$ cat src/rtl/wb_stage.sv
// wb_stage: MEM/WB pipeline register with big-endian load-data alignment.
// Captures the MEM-stage result on posedge and drives the register-file write
// port (committed on the following negedge) and the ID-stage forwarding path.
// Optional build macro WB_RETIRE_CNT_EN adds a 32-bit retired-write counter.
module wb_stage #(
  parameter int DATA_W = 32,
  parameter int ADDR_W = 5
) (
  input  logic              clk,
  input  logic              rst,
  input  logic              stall_mem,
  input  logic              stall_wb,
  input  logic              flush,
  input  logic              mem_wreg,
  input  logic [ADDR_W-1:0] mem_waddr,
  input  logic [DATA_W-1:0] mem_result,
  input  logic [2:0]        mem_load_op,
  input  logic [1:0]        mem_addr_lo,
  input  logic [DATA_W-1:0] mem_rdata,
  output logic              wb_we,
  output logic [ADDR_W-1:0] wb_waddr,
  output logic [DATA_W-1:0] wb_wdata,
  output logic              wb_misalign
`ifdef WB_RETIRE_CNT_EN
  ,
  output logic [31:0]       retire_cnt
`endif
);

  // Load operation encodings; 6 and 7 are reserved and behave like "none".
  localparam logic [2:0] OP_NONE = 3'd0;
  localparam logic [2:0] OP_LB   = 3'd1;
  localparam logic [2:0] OP_LBU  = 3'd2;
  localparam logic [2:0] OP_LH   = 3'd3;
  localparam logic [2:0] OP_LHU  = 3'd4;
  localparam logic [2:0] OP_LW   = 3'd5;

  logic              we_reg, we_next;
  logic [ADDR_W-1:0] waddr_reg, waddr_next;
  logic [DATA_W-1:0] wdata_reg, wdata_next;
  logic              misalign_reg, misalign_next;

  // Byte lanes in big-endian order: lane 0 is the most significant byte.
  logic [7:0]  byte_lane [4];
  logic [7:0]  sel_byte;
  logic [15:0] sel_half;
  logic        misaligned;
  logic        capture;

  genvar gi;
  generate
    for (gi = 0; gi < 4; gi++) begin : g_byte_lane
      assign byte_lane[gi] = mem_rdata[DATA_W-1-8*gi -: 8];
    end
  endgenerate

  assign sel_byte = byte_lane[mem_addr_lo];
  assign sel_half = mem_addr_lo[1] ? mem_rdata[15:0] : mem_rdata[31:16];

  // Halfword loads need an even address, word loads a word-aligned one.
  assign misaligned = (((mem_load_op == OP_LH) || (mem_load_op == OP_LHU)) && mem_addr_lo[0]) ||
                      ((mem_load_op == OP_LW) && (mem_addr_lo != 2'd0));

  // A new instruction enters WB only when nothing flushes, holds or bubbles it.
  assign capture = !flush && !stall_wb && !stall_mem;

  // Next-state computation: lane select/extend, misalignment drop, r0 squash.
  always_comb begin
    we_next       = 1'b0;
    waddr_next    = mem_waddr;
    wdata_next    = mem_result;
    misalign_next = 1'b0;
    case (mem_load_op)
      OP_LB:  wdata_next = {{(DATA_W-8){sel_byte[7]}}, sel_byte};
      OP_LBU: wdata_next = {{(DATA_W-8){1'b0}}, sel_byte};
      OP_LH:  wdata_next = {{(DATA_W-16){sel_half[15]}}, sel_half};
      OP_LHU: wdata_next = {{(DATA_W-16){1'b0}}, sel_half};
      OP_LW:  wdata_next = mem_rdata;
      default: wdata_next = mem_result;
    endcase
    if (misaligned) begin
      wdata_next    = '0;
      misalign_next = 1'b1;
    end
    we_next = mem_wreg && !misaligned && (mem_waddr != '0);
  end

  // Pipeline register: reset > flush > stall_wb hold > stall_mem bubble > capture.
  always_ff @(posedge clk) begin
    if (rst || flush) begin
      we_reg       <= 1'b0;
      waddr_reg    <= '0;
      wdata_reg    <= '0;
      misalign_reg <= 1'b0;
    end else if (stall_wb) begin
      we_reg       <= we_reg;
      waddr_reg    <= waddr_reg;
      wdata_reg    <= wdata_reg;
      misalign_reg <= misalign_reg;
    end else if (stall_mem) begin
      we_reg       <= 1'b0;
      waddr_reg    <= '0;
      wdata_reg    <= '0;
      misalign_reg <= 1'b0;
    end else begin
      we_reg       <= we_next;
      waddr_reg    <= waddr_next;
      wdata_reg    <= wdata_next;
      misalign_reg <= misalign_next;
    end
  end

  assign wb_we       = we_reg;
  assign wb_waddr    = waddr_reg;
  assign wb_wdata    = wdata_reg;
  assign wb_misalign = misalign_reg;

`ifdef WB_RETIRE_CNT_EN
  logic [31:0] retire_cnt_reg;

  // Count every newly captured register-file write; wraps naturally.
  always_ff @(posedge clk) begin
    if (rst) begin
      retire_cnt_reg <= '0;
    end else if (capture && we_next) begin
      retire_cnt_reg <= retire_cnt_reg + 32'd1;
    end
  end

  assign retire_cnt = retire_cnt_reg;
`else
  // Without the counter the capture qualifier has no consumer.
  logic unused_capture;
  assign unused_capture = capture;
`endif

endmodule
$ cat config.mk
export PLATFORM = sky130hd
export DESIGN_NAME = wb_stage
export DESIGN_NICKNAME = d
export VERILOG_FILES = /design/src/rtl/wb_stage.sv
export SDC_FILE = /design/constraint.sdc
export NUM_CORES = 1
export LEC_CHECK = 0
export ABC_CLOCK_PERIOD_IN_PS = 2700
export BUFFER_PORTS_ARGS = -buffer_cell sky130_fd_sc_hd__buf_4
export CAP_MARGIN = 30
export CORE_MARGIN = 10
export CORE_UTILIZATION = 45
export DETAILED_ROUTE_END_ITERATION = 6
export PLACE_DENSITY = 0.8
export SLEW_MARGIN = 20
export SYNTH_ARGS = -nofsm -noshare
export SYNTH_HDL_FRONTEND = slang
export SYNTH_SLANG_ARGS = --single-unit
$ cat constraint.sdc
create_clock -name clk -period 2.7 [get_ports clk]
set_input_delay 0 -clock clk [delete_from_list [all_inputs] [get_ports clk]]
set_output_delay 0 -clock clk [all_outputs]
set_load 0.01 [all_outputs]
==> results.cfg <==
[pwr]
switchingPower_uw = 415
p_int_mw = 1.09
power_frac_comb = 0.267
vdd_ir_drop_max_mv = 0.318
clkPwrFrac = 0.339
p_seq_frac = 0.394
sw_frac_of_total = 0.275
p_leak_nw = 1.63
power.density_nw_per_um2 = 395

[global_routing]
gr-total-overflow = 0
grt_start_max_net_pins = 39
grt_pass1_vias = 3178
track_usage = 0.183
grt_pass1_wl_um = 15400
antenna_found_initial = 0

[clocking]
cts_repair_resize_count = 0
clock-root-buffer = clkbuf_8
cts_tree = yes
htreeDepth = 2
insertion_delay_ns = 0.28
cts_sinks = 39
clk_pin_slew_worst_paths_ns = 0.08
cts_made_buffers = 5
post_cts_buffers = 0
cts_hold_buf = 7
clockBufferDepth = 2

[sta]
finalSetupTns_ns = 0
fin_skew_ns = 0
finalHoldViolCount = 0
maxSlewViolCount = 0
period_share = 0.621
max_slew.worst_pin.slew_ns = 0.897
slew-limit-headroom = 0.402
max_freq_mhz = 597
finalSetupViolCount = 0
min_period_ns = 1.68
rsz0062_at_grt = no
worst_slack_ns = 1.02

[drt]
antenna_left = 0
drc = 0
vias = 3098
wl_per_cell_um = 18.8
drt-total-wl_um = 9770
drtIter0Drc = 204
dr.pass1.iters = 5
vias_per_cell = 5.97

[floorplan]
die_h_um = 99.1
io_pins = 119
fp.coreArea_um2 = 5990
core.rowCount = 28
fp.dieW_um = 99.1
die-area_um2 = 9830
start_util = 0.470

[layout]
area.growth.synth_to_final_pct = 35.4
fin_util = 0.637
multi_input_area_um2 = 1830
regArea_um2 = 781
antenna_cells = 0
final_area_um2 = 3820
fillerInstances = 543
num-nets-final = 523
drive_above_1_share = 0.347

[critical_path]
endpoint_kind = register
cp-startpoint = mem_addr_lo[1]
rr_startpoint = wb_wdata[7]
crit_type = in -> reg
start_kind = primary input
cp.arrival_ns = 1.88
r2r_slack_ns = 1.63
crit_fanout = 38
crit_required_ns = 2.90

[synthesis]
synth-edff-count = 0
synth.avg_cell_area_um2 = 8.29
synth.net_count = 420
ys_seq_area_frac = 0.277
synth_seq_cells = 39
ys_types = 49
ys_async_sr_fraction = 0
synth-main-ff-cell = dfxtp_1
syn_inst = 340
syn_area_um2 = 2820
yosys_warnings = 0

[place]
postPlaceCellArea_um2 = 3630
io_buffers = 118
hpwl_um = 7520
gp_congestion = 0.856
post-place-ws_ns = 0.715

[hold_path]
hp-class = in -> reg
holdCritStartpoint = mem_result[14]

[run_status]
outcome = finished clean

[flow_run]
cap_viol_max_count = 0
[worst max-delay path: stages]
cell and delay (ns):
buf_4 0.25, a21oi_1 0.31, o2111a_1 0.81, o221ai_1 0.25, o21ai_0 0.23
[routing by layer]
metal | vias to the layer above | track usage | wire (um)
met5 | - | 0 | 0
met1 | 1448 | 0.205 | 3730
met2 | 151 | 0.327 | 5040
met4 | 0 | 0.0397 | 139
li1 | 1485 | - | -
met3 | 14 | 0.0623 | 857
[stage by stage]
stage	total power, mW	cells	hold slack (ns)
3_3_place_gp	0.989	504	0.244
2_1_floorplan	0.834	340	0.144
6_report	1.51	519	0.00657
3_5_place_dp	0.999	504	0.246
4_1_cts	1.51	519	0.00342
5_1_grt	1.58	519	0.0133
[power groups by stage]
stage / combinational (mW) / clock [mW] / sequential (mW)
after floorplan: 0.222 / 0 / 0.613
after global placement: 0.381 / 0 / 0.607
after detailed placement: 0.391 / 0 / 0.608
after CTS: 0.400 / 0.514 / 0.594
after global routing: 0.436 / 0.547 / 0.596
final: 0.402 / 0.512 / 0.594
[cell usage in the layout, fill, tap and decap left out, types with 8 or more instances in the layout]
cell	instances
a21oi_1	28
a22oi_1	12
and3_1	10
buf_4	122
dfxtp_1	39
mux2_2	11
mux2i_1	13
nand2_1	49
nor2_1	9
o21ai_0	51
o221ai_1	8
[area by class of cell]
class	instances	share of cell area
Inverter	2	0.00197
Clock inverter	2	0.00918
Tap cell	75	0.0246
Timing Repair Buffer	129	0.258
Multi-Input combinational cell	266	0.480
Sequential cell	39	0.205
Clock buffer	6	0.0216
[cell usage after synthesis (all sizes together), types with 2 or more instances]
library cell	n	area share
and3	16	0.038
a22oi	12	0.032
dfxtp	39	0.28
nor2b	2	0.0044
and2	5	0.012
nor2	11	0.016
or3b	2	0.0062
or2b	2	0.0053
mux2i	13	0.046
a21o	7	0.019
a32o	2	0.0071
o2111a	6	0.024
o21a	2	0.0053
o221ai	9	0.034
nand2	49	0.065
a221oi	3	0.0093
nand2b	3	0.0067
mux4	7	0.065
a21oi	28	0.050
o22a	5	0.016
nor3	2	0.0036
nand3b	2	0.0053
inv	2	0.0027
o21ai	54	0.096
clkbuf	11	0.015
buf	22	0.056
mux2	12	0.049
[kinds of logic (layout without fill, tap and decap cells)]
logic type             count (synthesis)  count (layout)  share of synthesized area
buffers and inverters                 35             139                     0.0733
muxes                                 32              32                      0.161
DFF                                   39              39                      0.277
and+or+nand+nor                       98              98                      0.175
AOI/OAI and AO/OA                    136             136                      0.314
[flip-flops by register name, indices dropped and copies added, names as in the netlist]
register,flops
wb_misalign,1
wb_wdata,32
wb_waddr,5
wb_we,1
[worst paths after layout]
check / endpoint / cells past startpoint
worst max-delay path: wb_wdata[3] / 5
worst max register to register: wb_wdata[7] / 4
worst min-delay path: wb_wdata[14] / 3
worst min register to register: wb_wdata[31] / 2
(Power assumes the default switching activity.)
